**src/rtl/regfile_param.sv**
```systemverilog
// rtl/regfile_param.sv - parametrised 2R/1W register file with byte enables, bypass and clear engine
//
// Two combinational read ports and one synchronous byte-enabled write port.
// After reset, and on clr_req, a clear engine walks every entry and writes
// zero. While it runs, writes are refused and reads return zero.

module regfile_param #(
  parameter int DATA_W   = 32,
  parameter int ADDR_W   = 5,
  parameter bit ZERO_REG = 1'b1,
  parameter bit BYPASS   = 1'b1
) (
  input  logic                clk,
  input  logic                rst,
  input  logic                wr_en,
  input  logic [ADDR_W-1:0]   wr_addr,
  input  logic [DATA_W-1:0]   wr_data,
  input  logic [DATA_W/8-1:0] wr_be,
  input  logic [ADDR_W-1:0]   rd_addr1,
  output logic [DATA_W-1:0]   rd_data1,
  input  logic [ADDR_W-1:0]   rd_addr2,
  output logic [DATA_W-1:0]   rd_data2,
  input  logic                clr_req,
  output logic                busy,
  output logic                wr_drop
);

  localparam int DEPTH  = 2 ** ADDR_W;
  localparam int NBYTES = DATA_W / 8;

  typedef enum logic {
    CLEAR,
    IDLE
  } state_t;

  state_t            state;
  state_t            state_nx;
  logic [ADDR_W-1:0] clr_ptr;
  logic [ADDR_W-1:0] clr_ptr_nx;
  logic [DATA_W-1:0] mem [DEPTH];
  logic [DATA_W-1:0] be_mask;
  logic              wr_zero;
  logic              wr_ok;

  // Byte-wise merge: new bytes where the mask is set, old bytes elsewhere.
  function automatic logic [DATA_W-1:0] merge(
    input logic [DATA_W-1:0] old_val,
    input logic [DATA_W-1:0] new_val,
    input logic [DATA_W-1:0] mask
  );
    return (old_val & ~mask) | (new_val & mask);
  endfunction

  assign busy    = (state == CLEAR);
  assign wr_zero = ZERO_REG && (wr_addr == '0);
  // A write that actually lands in the array (and may be forwarded).
  assign wr_ok   = wr_en && !busy && !wr_zero;

  // Expand byte enables into a bit mask.
  always_comb begin
    be_mask = '0;
    for (int k = 0; k < NBYTES; k++) begin
      be_mask[8*k +: 8] = {8{wr_be[k]}};
    end
  end

  // Clear-engine state register; reset restarts the clear from entry 0.
  always_ff @(posedge clk or negedge rst) begin
    if (!rst) begin
      state   <= CLEAR;
      clr_ptr <= '0;
    end else begin
      state   <= state_nx;
      clr_ptr <= clr_ptr_nx;
    end
  end

  // Next-state logic: walk all entries once, then idle until clr_req.
  always_comb begin
    state_nx   = state;
    clr_ptr_nx = clr_ptr;
    case (state)
      CLEAR: begin
        clr_ptr_nx = clr_ptr + ADDR_W'(1);
        if (clr_ptr == ADDR_W'(DEPTH - 1)) begin
          state_nx = IDLE;
        end
      end
      IDLE: begin
        if (clr_req) begin
          state_nx   = CLEAR;
          clr_ptr_nx = '0;
        end
      end
      default: begin
        state_nx   = CLEAR;
        clr_ptr_nx = '0;
      end
    endcase
  end

  // One-cycle pulse flagging a write refused because the clear was running.
  always_ff @(posedge clk or negedge rst) begin
    if (!rst) begin
      wr_drop <= 1'b0;
    end else begin
      wr_drop <= wr_en && busy;
    end
  end

  // Array update: clear engine has priority; during reset busy is high, so
  // no user write can land and the engine only rewrites entry 0 with zero.
  always_ff @(posedge clk) begin
    if (busy) begin
      mem[clr_ptr] <= '0;
    end else if (wr_ok) begin
      mem[wr_addr] <= merge(mem[wr_addr], wr_data, be_mask);
    end
  end

  // Read port 1: optional forwarding of the write in flight, zero when busy
  // or addressing the hardwired-zero entry.
  always_comb begin
    rd_data1 = mem[rd_addr1];
    if (BYPASS && wr_ok && (wr_addr == rd_addr1)) begin
      rd_data1 = merge(mem[rd_addr1], wr_data, be_mask);
    end
    if (busy || (ZERO_REG && (rd_addr1 == '0))) begin
      rd_data1 = '0;
    end
  end

  // Read port 2: same rules as port 1.
  always_comb begin
    rd_data2 = mem[rd_addr2];
    if (BYPASS && wr_ok && (wr_addr == rd_addr2)) begin
      rd_data2 = merge(mem[rd_addr2], wr_data, be_mask);
    end
    if (busy || (ZERO_REG && (rd_addr2 == '0))) begin
      rd_data2 = '0;
    end
  end

endmodule

```
**config.mk**
```make
export PLATFORM = sky130hd
export DESIGN_NAME = regfile_param
export DESIGN_NICKNAME = d
export VERILOG_FILES = /design/src/rtl/regfile_param.sv
export SDC_FILE = /design/constraint.sdc
export NUM_CORES = 2
export LEC_CHECK = 0
export CAP_MARGIN = 10
export CORE_MARGIN = 5
export CORE_UTILIZATION = 45
export CTS_CLUSTER_DIAMETER = 150
export DETAILED_ROUTE_END_ITERATION = 8
export PLACE_DENSITY = 0.61
export RECOVER_POWER = 50
export SETUP_SLACK_MARGIN = 0.02
export SLEW_MARGIN = 0
export SYNTH_ARGS = -nofsm -noshare
export SYNTH_HDL_FRONTEND = slang
export SYNTH_SLANG_ARGS = --single-unit
```
**constraint.sdc**
```tcl
create_clock -name clk -period 7.6 [get_ports clk]
set_input_delay 1.9 -clock clk [delete_from_list [all_inputs] [get_ports clk]]
set_output_delay 1.9 -clock clk [all_outputs]
set_load 0.01 [all_outputs]
```
==> run_results.csv <==
group,metric,value,unit
power_and_ir_drop,leakagePower,0.0211,uW
grt,grt_pass1_wl,293000,um
setup_path,crit_start,"wr_addr[4]",
power_and_ir_drop,seqPwrFrac,44.1,%
place,io_buffers,120,
sta,fin_crit,7.47,ns
synth,avgSynthCellArea,18.1,um^2
setup_path,worstPathRequired,8.01,ns
run_status,status,"complete, but fails checks",
grt,grt_max_degree,119,
detailed_routing,wl,209000,um
sta,setup_tns,0,ns
final_layout,num-nets-final,3355,
final_layout,postLayoutCoreUtil,51.6,%
setup_path,critical_path_class,"input pin to flip-flop",
synth,yosysWarningCount,0,
clocking,numCtsBuffers,114,
final_layout,fin_area,64900,um^2
power_and_ir_drop,power_density,260,nW/um^2
floorplan,die_h,367,um
setup_path,r2r_cells,7,
power_and_ir_drop,p_clk_share,33.7,%
clocking,path_clk_slew,0.06,ns
floorplan,die_area,134000,um^2
place,dpl.cell_count,4830,
synth,synth_ff_type,"edfxtp_1",
sta,setup_viol,0,
floorplan,die_w,367,um
detailed_routing,via_per_inst,7.37,
sta,slew_viol_final,360,
detailed_routing,num_vias,37200,
power_and_ir_drop,intPower,11800,uW
synth,synth-seq-area-share,54.1,%
setup_path,r2r_slack,2.84,ns
sta,tightest_slew,2.81,ns
clocking,ctsRootBufferMaster,"clkbuf_16",
detailed_routing,wire_per_inst,41.4,um
floorplan,initial_utilization,45.4,%
final_layout,synthToLayoutAreaGrowth,13.5,%
floorplan,row_count,130,
synth,mappedNetlistNets,3213,
grt,grt_pass1_vias,37800,
synth,synth_edf_count,1024,
setup_path,worstSetupStartpointType,"input pin",
power_and_ir_drop,p_comb_share,22.3,%
clocking,cts_setup_buffers,0,
setup_path,r2r-start,"state$_DFF_PN0_",
clocking,cts_hold_buf,0,
clocking,ctsResizeCount,0,
setup_path,r2r_end,"mem[31][12]$_DFFE_PP_",
power_and_ir_drop,swShare,30.1,%
synth,ys_ff_latch,1031,
detailed_routing,dr.pass1.iters,6,
floorplan,io_pins,121,
final_layout,final_layout_size_suffix_gt1_share,35.2,%
sta,finalCritPeriodShare,98.2,%
detailed_routing,drt_iter0_markers,5558,
setup_path,end_kind,"flip-flop",
grt,antenna_found_initial,5,
sta,hold_viol,0,
place,place_ws,0.413,ns
clocking,clk_latency,0.75,ns
synth,async_flop_share,0.679,%
clocking,cts.htree.levels,3,
clocking,cts_tree,"done",
place,post_dp_cell_area,61400,um^2
min_path,hold_path.class,"flip-flop to flip-flop",
final_layout,layout.cells.non_filler,5045,
power_and_ir_drop,power.switching,5100,uW
floorplan,core,126000,um^2
grt,grt.total_usage,30.6,%
place,place_hpwl,122000,um
setup_path,crit_path_max_fanout,20,
final_layout,fillers,10100,
job,maxCapViolations,18,
clocking,cts_sinks,1031,
run_status,violations,"max-capacitance violations, max-slew violations",
sta,skew,0.0308,ns
sta,fin_ws,0.133,ns
place,place_congestion,0.877,
synth,syn-cell-area,57200,um^2
detailed_routing,drcViolationCount,0,
setup_path,critPathArrivalTime,7.87,ns
detailed_routing,ant_nets,0,
grt,gr-total-overflow,0,
sta,fmax,134,MHz
synth,synth_cell_type_count,68,
clocking,clk_path_buf_depth,3,
sta,rsz0062_at_grt,"false",
power_and_ir_drop,ir_drop,0.256,mV
synth,synthCells,3156,
sta,slew_headroom,-87.6,%
setup_path,cp-endpoint,"mem[15][17]$_DFFE_PP_",
==> cells by family after synthesis <==
| logic type | after synthesis | share of synthesized area [%] |
|---|---|---|
| muxes | 1095 | 35.4 |
| DFF | 1031 | 54.1 |
| AOI/OAI and AO/OA | 421 | 5.28 |
| buffers and inverters | 302 | 2.65 |
| and+or+nand+nor | 293 | 2.33 |
| xor gates and xnor gates | 12 | 0.184 |
| adders and majority gates | 2 | 0.0437 |
==> metal layers <==
metal | track usage (%) | wire [um]
met4 | 15.7 | 13800
met2 | 47.1 | 94800
met5 | 0 | 38
met1 | 40.2 | 73900
met3 | 8.53 | 26400
==> stage by stage <==
stage	power (uW)	hold slack (ns)
2_1_floorplan	9480	0.534
3_3_place_gp	11200	0.576
3_5_place_dp	11300	0.592
4_1_cts	16900	0.602
5_1_grt	17300	0.631
6_report	16900	0.594
==> cell type report <==
class	count	area (um^2)	share of cell area [%]
Sequential cell	1031	30900	47.6
Clock buffer	136	2940	4.52
Tap cell	1650	2060	3.18
Antenna cell	1	2.50	0.00385
Timing Repair Buffer	321	3080	4.74
Inverter	7	27.5	0.0424
Clock inverter	76	865	1.33
Multi-Input combinational cell	1823	25100	38.6
==> registers in the layout, summed over array words and instances, names as in the netlist <==
name and count:
mem 1024, wr_drop 1, state 1, clr_ptr 5
==> cells in the final DEF, fill, tap and decap left out, drive strengths merged, types with 15 or more instances in the layout <==
cell type / n
nand2: 109
clkdlybuf4s50: 101
a211oi: 17
bufinv: 16
a22oi: 25
o22ai: 43
a221oi: 62
a21oi: 62
o211ai: 15
clkinv: 50
o21ai: 73
clkbuf: 182
mux2i: 309
mux4: 740
nor2b: 28
o221ai: 33
nor2: 95
mux2: 46
buf: 169
a2111oi: 16
a22o: 17
edfxtp: 1024
==> Yosys cell counts, drive strengths merged, types with 11 or more instances <==
library cell	instances	area share (%)
o22ai	43	0.47
nand2	109	0.72
a32o	12	0.21
a2111oi	16	0.24
o221ai	33	0.51
a22o	17	0.26
nor2	95	0.62
edfxtp	1024	54
mux2i	309	5.4
a211oi	17	0.22
mux2	46	0.91
mux4	740	29
nor2b	28	0.31
a21oi	62	0.54
xnor2	11	0.17
a221oi	62	0.95
clkbuf	107	0.70
buf	188	1.9
o211ai	15	0.22
o21ai	73	0.64
a22oi	25	0.33
==> worst min-delay path by stage <==
stage	start	to	slack, ns	cells past startpoint
after floorplan	clr_ptr[4]$_DFFE_PN0P_	clr_ptr[4]$_DFFE_PN0P_	0.53	2
after global placement	clr_ptr[4]$_DFFE_PN0P_	clr_ptr[4]$_DFFE_PN0P_	0.58	2
after detailed placement	clr_ptr[4]$_DFFE_PN0P_	clr_ptr[4]$_DFFE_PN0P_	0.59	2
after CTS	clr_ptr[4]$_DFFE_PN0P_	clr_ptr[4]$_DFFE_PN0P_	0.60	2
after global routing	clr_ptr[4]$_DFFE_PN0P_	clr_ptr[4]$_DFFE_PN0P_	0.63	2
final	clr_ptr[4]$_DFFE_PN0P_	clr_ptr[4]$_DFFE_PN0P_	0.59	2
==> critical path: stages <==
cell and delay (ns):
clkbuf_2 0.94, clkbuf_2 1.08, nor2b_1 2.18, buf_4 0.68
a221oi_1 0.16, o21ai_0 0.13, a21oi_1 0.35, clkbuf_2 0.37
==> power by group through the flow <==
stage                     registers (uW)  logic, uW  clock network [uW]
after floorplan                     7430       2050                   0
after global placement              7470       3690                   0
after detailed placement            7550       3720                   0
after CTS                           7430       3730                5750
after global routing                7510       3840                6000
final                               7450       3760                5690
Power figures use the tool's default switching activity.
